`src/rtl/pipeline_step_ctrl_if.sv`:
```
// Handshake bundle between the debug unit / pipeline and the step controller.
// The controller takes the slave view; the debug unit and latches take the master view.
interface pipeline_step_ctrl_if #(
   parameter int BITS_CYCLES = 32
);
   // Debug requests and pipeline status flags
   logic                   run_req;
   logic                   step_req;
   logic                   stop_req;
   logic                   clear;
   logic                   halt_wb;
   logic                   branch_taken;
   logic                   jump_id;
   logic                   stall_hazard;

   // Latch / PC controls and debug readback
   logic                   step;
   logic                   pc_write;
   logic                   ifid_write;
   logic                   flush_ifid;
   logic                   flush_idex;
   logic                   flush_exmem;
   logic                   flush_all;
   logic                   halted;
   logic [1:0]             state;
   logic [BITS_CYCLES-1:0] cycle_count;

   modport master (
      output run_req, step_req, stop_req, clear, halt_wb,
             branch_taken, jump_id, stall_hazard,
      input  step, pc_write, ifid_write, flush_ifid, flush_idex,
             flush_exmem, flush_all, halted, state, cycle_count
   );

   modport slave (
      input  run_req, step_req, stop_req, clear, halt_wb,
             branch_taken, jump_id, stall_hazard,
      output step, pc_write, ifid_write, flush_ifid, flush_idex,
             flush_exmem, flush_all, halted, state, cycle_count
   );
endinterface

```
`src/rtl/pipeline_step_ctrl.sv`:
```
// Step/run/halt sequencer for the five-stage pipeline: global latch advance
// enable, per-latch flush and write controls, and a saturating cycle counter.
module pipeline_step_ctrl #(
   parameter int BITS_CYCLES = 32
) (
   input  logic                 i_clk,
   input  logic                 i_reset,
   pipeline_step_ctrl_if.slave  bus
);

   typedef enum logic [1:0] {
      IDLE   = 2'd0,
      RUN    = 2'd1,
      STEP   = 2'd2,
      HALTED = 2'd3
   } state_t;

   state_t                 state_q;
   state_t                 state_d;
   logic [BITS_CYCLES-1:0] count_q;
   logic                   step_en;

   // NOTE: state registers use non-blocking assignments so every flop samples
   // pre-edge values regardless of process ordering.
   always_ff @(posedge i_clk or negedge i_reset) begin
      if (!i_reset) begin
         state_q <= IDLE;
      end else begin
         state_q <= state_d;
      end
   end

   // NOTE: every output of this block gets a default first, so no path leaves
   // a signal unassigned and no latch is inferred.
   always_comb begin
      state_d = state_q;
      step_en = 1'b0;

      unique case (state_q)
         IDLE: begin
            if (bus.halt_wb) begin
               state_d = HALTED;
            end else if (bus.run_req) begin
               state_d = RUN;
            end else if (bus.step_req) begin
               state_d = STEP;
            end
         end
         RUN: begin
            // Halt at write-back suppresses the advance in the same cycle so
            // nothing younger than HALT retires.
            step_en = !bus.halt_wb;
            if (bus.halt_wb) begin
               state_d = HALTED;
            end else if (bus.stop_req) begin
               state_d = IDLE;
            end
         end
         STEP: begin
            step_en = 1'b1;
            state_d = IDLE;
         end
         HALTED: begin
            state_d = HALTED;
         end
         default: begin
            state_d = IDLE;
         end
      endcase

      if (bus.clear) begin
         state_d = IDLE;
      end
   end

   // Counts advances since the last clear; sticks at all-ones instead of wrapping.
   always_ff @(posedge i_clk or negedge i_reset) begin
      if (!i_reset) begin
         count_q <= '0;
      end else if (bus.clear) begin
         count_q <= '0;
      end else if (step_en && (count_q != '1)) begin
         count_q <= count_q + 1'b1;
      end
   end

   // A taken branch outranks a load-use stall: the wrong-path instructions are
   // discarded anyway and the PC must take the branch target.
   assign bus.step        = step_en;
   assign bus.flush_ifid  = step_en & (bus.branch_taken | bus.jump_id);
   assign bus.flush_idex  = step_en & (bus.branch_taken | bus.stall_hazard);
   assign bus.flush_exmem = step_en & bus.branch_taken;
   assign bus.pc_write    = step_en & (bus.branch_taken | !bus.stall_hazard);
   assign bus.ifid_write  = step_en & (bus.branch_taken | !bus.stall_hazard);
   assign bus.flush_all   = bus.clear;
   assign bus.halted      = (state_q == HALTED);
   assign bus.state       = state_q;
   assign bus.cycle_count = count_q;

endmodule

```
`src/flat_wrapper.sv`:
```
// flat-port wrapper written by rule: the top's interface ports become plain ports
module pipeline_step_ctrl_flat 
#(
   parameter int BITS_CYCLES = 32
)
  (i_clk, i_reset, bus_run_req, bus_step_req, bus_stop_req, bus_clear, bus_halt_wb, bus_branch_taken, bus_jump_id, bus_stall_hazard, bus_step, bus_pc_write, bus_ifid_write, bus_flush_ifid, bus_flush_idex, bus_flush_exmem, bus_flush_all, bus_halted, bus_state, bus_cycle_count);
  pipeline_step_ctrl_if #(.BITS_CYCLES(BITS_CYCLES)) bus_i ();
  input  logic i_clk;
  input  logic i_reset;
  input wire logic [$bits(bus_i.run_req)-1:0] bus_run_req;
  input wire logic [$bits(bus_i.step_req)-1:0] bus_step_req;
  input wire logic [$bits(bus_i.stop_req)-1:0] bus_stop_req;
  input wire logic [$bits(bus_i.clear)-1:0] bus_clear;
  input wire logic [$bits(bus_i.halt_wb)-1:0] bus_halt_wb;
  input wire logic [$bits(bus_i.branch_taken)-1:0] bus_branch_taken;
  input wire logic [$bits(bus_i.jump_id)-1:0] bus_jump_id;
  input wire logic [$bits(bus_i.stall_hazard)-1:0] bus_stall_hazard;
  output wire logic [$bits(bus_i.step)-1:0] bus_step;
  output wire logic [$bits(bus_i.pc_write)-1:0] bus_pc_write;
  output wire logic [$bits(bus_i.ifid_write)-1:0] bus_ifid_write;
  output wire logic [$bits(bus_i.flush_ifid)-1:0] bus_flush_ifid;
  output wire logic [$bits(bus_i.flush_idex)-1:0] bus_flush_idex;
  output wire logic [$bits(bus_i.flush_exmem)-1:0] bus_flush_exmem;
  output wire logic [$bits(bus_i.flush_all)-1:0] bus_flush_all;
  output wire logic [$bits(bus_i.halted)-1:0] bus_halted;
  output wire logic [$bits(bus_i.state)-1:0] bus_state;
  output wire logic [$bits(bus_i.cycle_count)-1:0] bus_cycle_count;
  assign bus_i.run_req = bus_run_req;
  assign bus_i.step_req = bus_step_req;
  assign bus_i.stop_req = bus_stop_req;
  assign bus_i.clear = bus_clear;
  assign bus_i.halt_wb = bus_halt_wb;
  assign bus_i.branch_taken = bus_branch_taken;
  assign bus_i.jump_id = bus_jump_id;
  assign bus_i.stall_hazard = bus_stall_hazard;
  assign bus_step = bus_i.step;
  assign bus_pc_write = bus_i.pc_write;
  assign bus_ifid_write = bus_i.ifid_write;
  assign bus_flush_ifid = bus_i.flush_ifid;
  assign bus_flush_idex = bus_i.flush_idex;
  assign bus_flush_exmem = bus_i.flush_exmem;
  assign bus_flush_all = bus_i.flush_all;
  assign bus_halted = bus_i.halted;
  assign bus_state = bus_i.state;
  assign bus_cycle_count = bus_i.cycle_count;
  pipeline_step_ctrl #(.BITS_CYCLES(BITS_CYCLES)) u_core (.i_clk(i_clk), .i_reset(i_reset), .bus(bus_i));
endmodule
```
`config.mk`:
```
export PLATFORM = sky130hd
export DESIGN_NAME = pipeline_step_ctrl_flat
export DESIGN_NICKNAME = d
export VERILOG_FILES = /design/src/rtl/pipeline_step_ctrl_if.sv /design/src/rtl/pipeline_step_ctrl.sv /design/src/flat_wrapper.sv
export SDC_FILE = /design/constraint.sdc
export NUM_CORES = 1
export LEC_CHECK = 0
export ABC_AREA = 1
export BUFFER_PORTS_ARGS = -buffer_cell sky130_fd_sc_hd__buf_2
export CAP_MARGIN = 20
export CORE_MARGIN = 4
export CORE_UTILIZATION = 49
export DETAILED_ROUTE_END_ITERATION = 7
export GPL_ROUTABILITY_DRIVEN = 0
export PLACE_DENSITY = 0.77
export RECOVER_POWER = 50
export SYNTH_ARGS = -nofsm -noshare
export SYNTH_HDL_FRONTEND = slang
export SYNTH_SLANG_ARGS = --single-unit
```
`constraint.sdc`:
```
create_clock -name i_clk -period 3 [get_ports i_clk]
set_input_delay 0 -clock i_clk [delete_from_list [all_inputs] [get_ports i_clk]]
set_output_delay 0 -clock i_clk [all_outputs]
set_load 0.01 [all_outputs]
```
==> run summary <==
Vias = 2500
Cell breakdown of the critical path = inv_1 -> ha_1 -> nand2_1 -> nand2_1 -> nand2_1 -> a21oi_1 -> buf_4 -> nand4_1 -> nand2_1
Gr usage total = 21.4%
Proportion of layout cells with a drive suffix above 1 = 9.26%
Hold-fix buffers at CTS = 1
Measured slew at the worst slew-check pin = 1.83 ns
Final critical-path required period = 1.99 ns
Setup TNS = 0 ns
Avg Synthesized Cell Area = 6.41 µm²
X dimension of the die = 78.6 µm
Row count = 25
Drt wl/cell = 12.1 µm
Worst Min Path Start = bus_run_req
Data arrival time of the critical path = 2.22 ns
Capture instance of the worst register-to-register path = u_core.bus.cycle_count[26]
FF-to-FF setup slack = 1.01 ns
Max Root-Sink Buffers = 2
Number of cell instances on the worst register-to-register path = 9
Achievable Freq = 501 MHz
Sequential-to-total area share from yosys stat = 34.8%
Critical path capture point type = register
Worst setup slack after placement = 0.801 ns
Number of flip-flops and latches in the synthesized netlist = 34
Port-buffer cells = 51
Worst slew slack as a fraction of its limit = -22.1%
Count of pins over their slew limit = 35
Violation count after the first detailed-route iteration = 147
PD cells = 435 nW/µm²
Master of the slowest instance on the critical path = sky130_fd_sc_hd__a21oi_1
Largest fanout on the critical path = 8
Gate power share = 29.3%
Cell at the root of the clock tree = sky130_fd_sc_hd__clkbuf_8
Cell-internal power = 0.000770 W
Wire length of the first global-routing pass = 10600 µm
Die Y-Extent = 78.6 µm
FILL cells = 489
Number of warning messages in the yosys log = 0
Source-to-sink clock delay at the later pin of the worst-skew pair = 0.29 ns
EDFF count, synth = 0
Drt pass-1 iters = 4
# clock sinks = 34
Synth Instances = 381
Design Power = 0.00122 W
Total congestion overflow = 0
Core region area = 4790 µm²
Minimum setup slack in the final design = 1.01 ns
Leakage Power = 1.29 nW
Remaining DRCs = 0
Post-CTS setup repair buffer count = 0
Final hold violation count = 0
Number of placed I/O pins = 52
Number of nets at the end of the flow = 446
Failing checks = capacitance limit, slew limit
Worst-path clk slew = 0.07 ns
Effective utilization at floorplan = 51.1%
Worst Setup Path Type = register to register
Unique cell type count in the Yosys netlist = 28
Pin count of the biggest net entering global routing = 35
Switching power summed over all nets = 0.000447 W
Most common cell after layout, fill and taps aside = sky130_fd_sc_hd__nand2_1
Clock network fraction of total power = 29.4%
Cell depth of the worst hold path = 4
Data required time at the worst endpoint = 3.23 ns
Delay of the slowest critical-path stage = 0.51 ns
Leading register cell type out of synthesis = sky130_fd_sc_hd__dfrtp_1
Unrepaired setup endpoints after global routing = false
Endpoint, Worst Hold = u_core.bus.state[1]
Area growth syn-to-layout = 14.4%
Via count normalized by instance count = 5.01
Detail Placement HPWL = 4560 µm
Post-Route Hold Slack = 0.0778 ns
Switching share of power = 36.7%
Number of routed nets with antenna violations = 0
Fraction of registers with async set/reset = 100%
Path class of the lowest-slack min-delay path = input port to register
Post-synthesis instance area = 2440 µm²
Post-cts sizing count = 0
Worst-case vdd ir drop = 386 µV
H-Tree Level Count = 2
Diode insertion count for antenna repair = 0
Net Count, Synth = 396
Register share of total power = 41.3%
Outcome = complete, but fails checks
Startpoint types = register
Setup-violating endpoint count in the final report = 0
Most frequent cells in the layout = sky130_fd_sc_hd__nand2_1 (152), sky130_fd_sc_hd__nor2_1 (59), sky130_fd_sc_hd__dfrtp_1 (34)
Final cycle utilization of the critical path = 66.5%
Die Area = 6180 µm²
Clock tree from TritonCTS = yes
Via count of the first global-routing pass = 2367
Routed wire length = 6060 µm
Antenna violations before repair = 0
Max-cap violations = 1
Startpoint of the most critical register-to-register path = u_core.bus.state[1]
CTS buffer count = 5
Most Frequent Cell on Critical Path = sky130_fd_sc_hd__nand2_1
Worst setup skew after layout = 0.0104 ns
[metal layers]
layer | part of all wire [%] | GRT usage [%] | routed length, µm
met1 | 47 | 28.4 | 2850
met2 | 45 | 33.8 | 2710
met3 | 6.4 | 5.28 | 388
met4 | 1.6 | 7.34 | 99
met5 | 0 | 0 | 0
[Yosys cell counts, types with 4 or more instances]
master	count	area, µm²
sky130_fd_sc_hd__dfrtp_1	34	851
sky130_fd_sc_hd__nand3_1	33	165
sky130_fd_sc_hd__nand2_1	152	571
sky130_fd_sc_hd__xor2_1	7	61.3
sky130_fd_sc_hd__ha_1	5	62.6
sky130_fd_sc_hd__nor2_1	59	221
sky130_fd_sc_hd__xnor2_1	4	35.0
sky130_fd_sc_hd__inv_1	32	120
sky130_fd_sc_hd__nand4_1	11	68.8
sky130_fd_sc_hd__o21ai_0	10	50.1
[how the worst max path moves through the flow]
stage	cells past startpoint	to	slack (ns)	startpoint
finish	9	u_core.bus.cycle_count[26]	1.01	u_core.bus.state[1]
CTS	8	u_core.bus.cycle_count[26]	0.79	u_core.bus.cycle_count[1]
global route	11	u_core.bus.cycle_count[27]	0.73	u_core.bus.cycle_count[1]
global placement	8	u_core.bus.cycle_count[26]	0.88	u_core.bus.cycle_count[0]
detailed placement	8	u_core.bus.cycle_count[26]	0.80	u_core.bus.state[1]
floorplan	11	u_core.bus.cycle_count[14]	1.30	u_core.bus.cycle_count[1]
[registers in the layout, summed over array words and instances (netlist names)]
register and cells:
u_core.bus.cycle_count 32, u_core.bus.state 2
[kinds of logic (layout without fill, tap and decap cells)]
| kind of cell | count (synthesis) | count (layout) | share of synthesized area (%) |
|---|---|---|---|
| compound gates | 19 | 19 | 4.35 |
| xor+xnor | 11 | 11 | 3.94 |
| fa+ha+maj | 5 | 5 | 2.56 |
| buf+inv | 45 | 96 | 8.19 |
| flops | 34 | 34 | 34.8 |
| simple gates | 267 | 267 | 46.1 |
[per-stage QoR]
| step | instances | cell area, µm² | util [%] |
|---|---|---|---|
| 2_1_floorplan | 381 | 2440 | - |
| 3_3_place_gp | 489 | 2720 | 56.9 |
| 3_5_place_dp | 489 | 2720 | 56.9 |
| 4_1_cts | 498 | 2830 | 59.1 |
| 5_1_grt | 499 | 2800 | 58.4 |
| 6_report | 499 | 2800 | 58.4 |
[power groups by stage]
stage / Combinational (W) / Sequential [W] / Clock [W]
after global placement: 0.000344 / 0.000506 / 0
after CTS: 0.000355 / 0.000502 / 0.000366
after floorplan: 0.000253 / 0.000516 / 0
after detailed placement: 0.000352 / 0.000510 / 0
after global routing: 0.000414 / 0.000506 / 0.000394
final: 0.000357 / 0.000502 / 0.000358
[critical path: cells and delay by family (launching register included)]
kind                       cells  cell delay, ns
DFF                            1            0.43
and+or+nand+nor                5            0.43
adders and majority gates      1            0.19
AOI/OAI and AO/OA              1            0.51
buffers and inverters          2            0.37
[cell type report]
class	instances	area, µm²	area share [%]
clock inverters	2	12.5	0.448
inverters	34	133	4.74
multi-input cells	302	1390	49.8
clock buffers	6	82.6	2.95
repair buffers	54	240	8.59
flip-flops and latches	34	851	30.4
well taps	67	83.8	3.00
No activity file was read; power rests on OpenSTA's default activity.
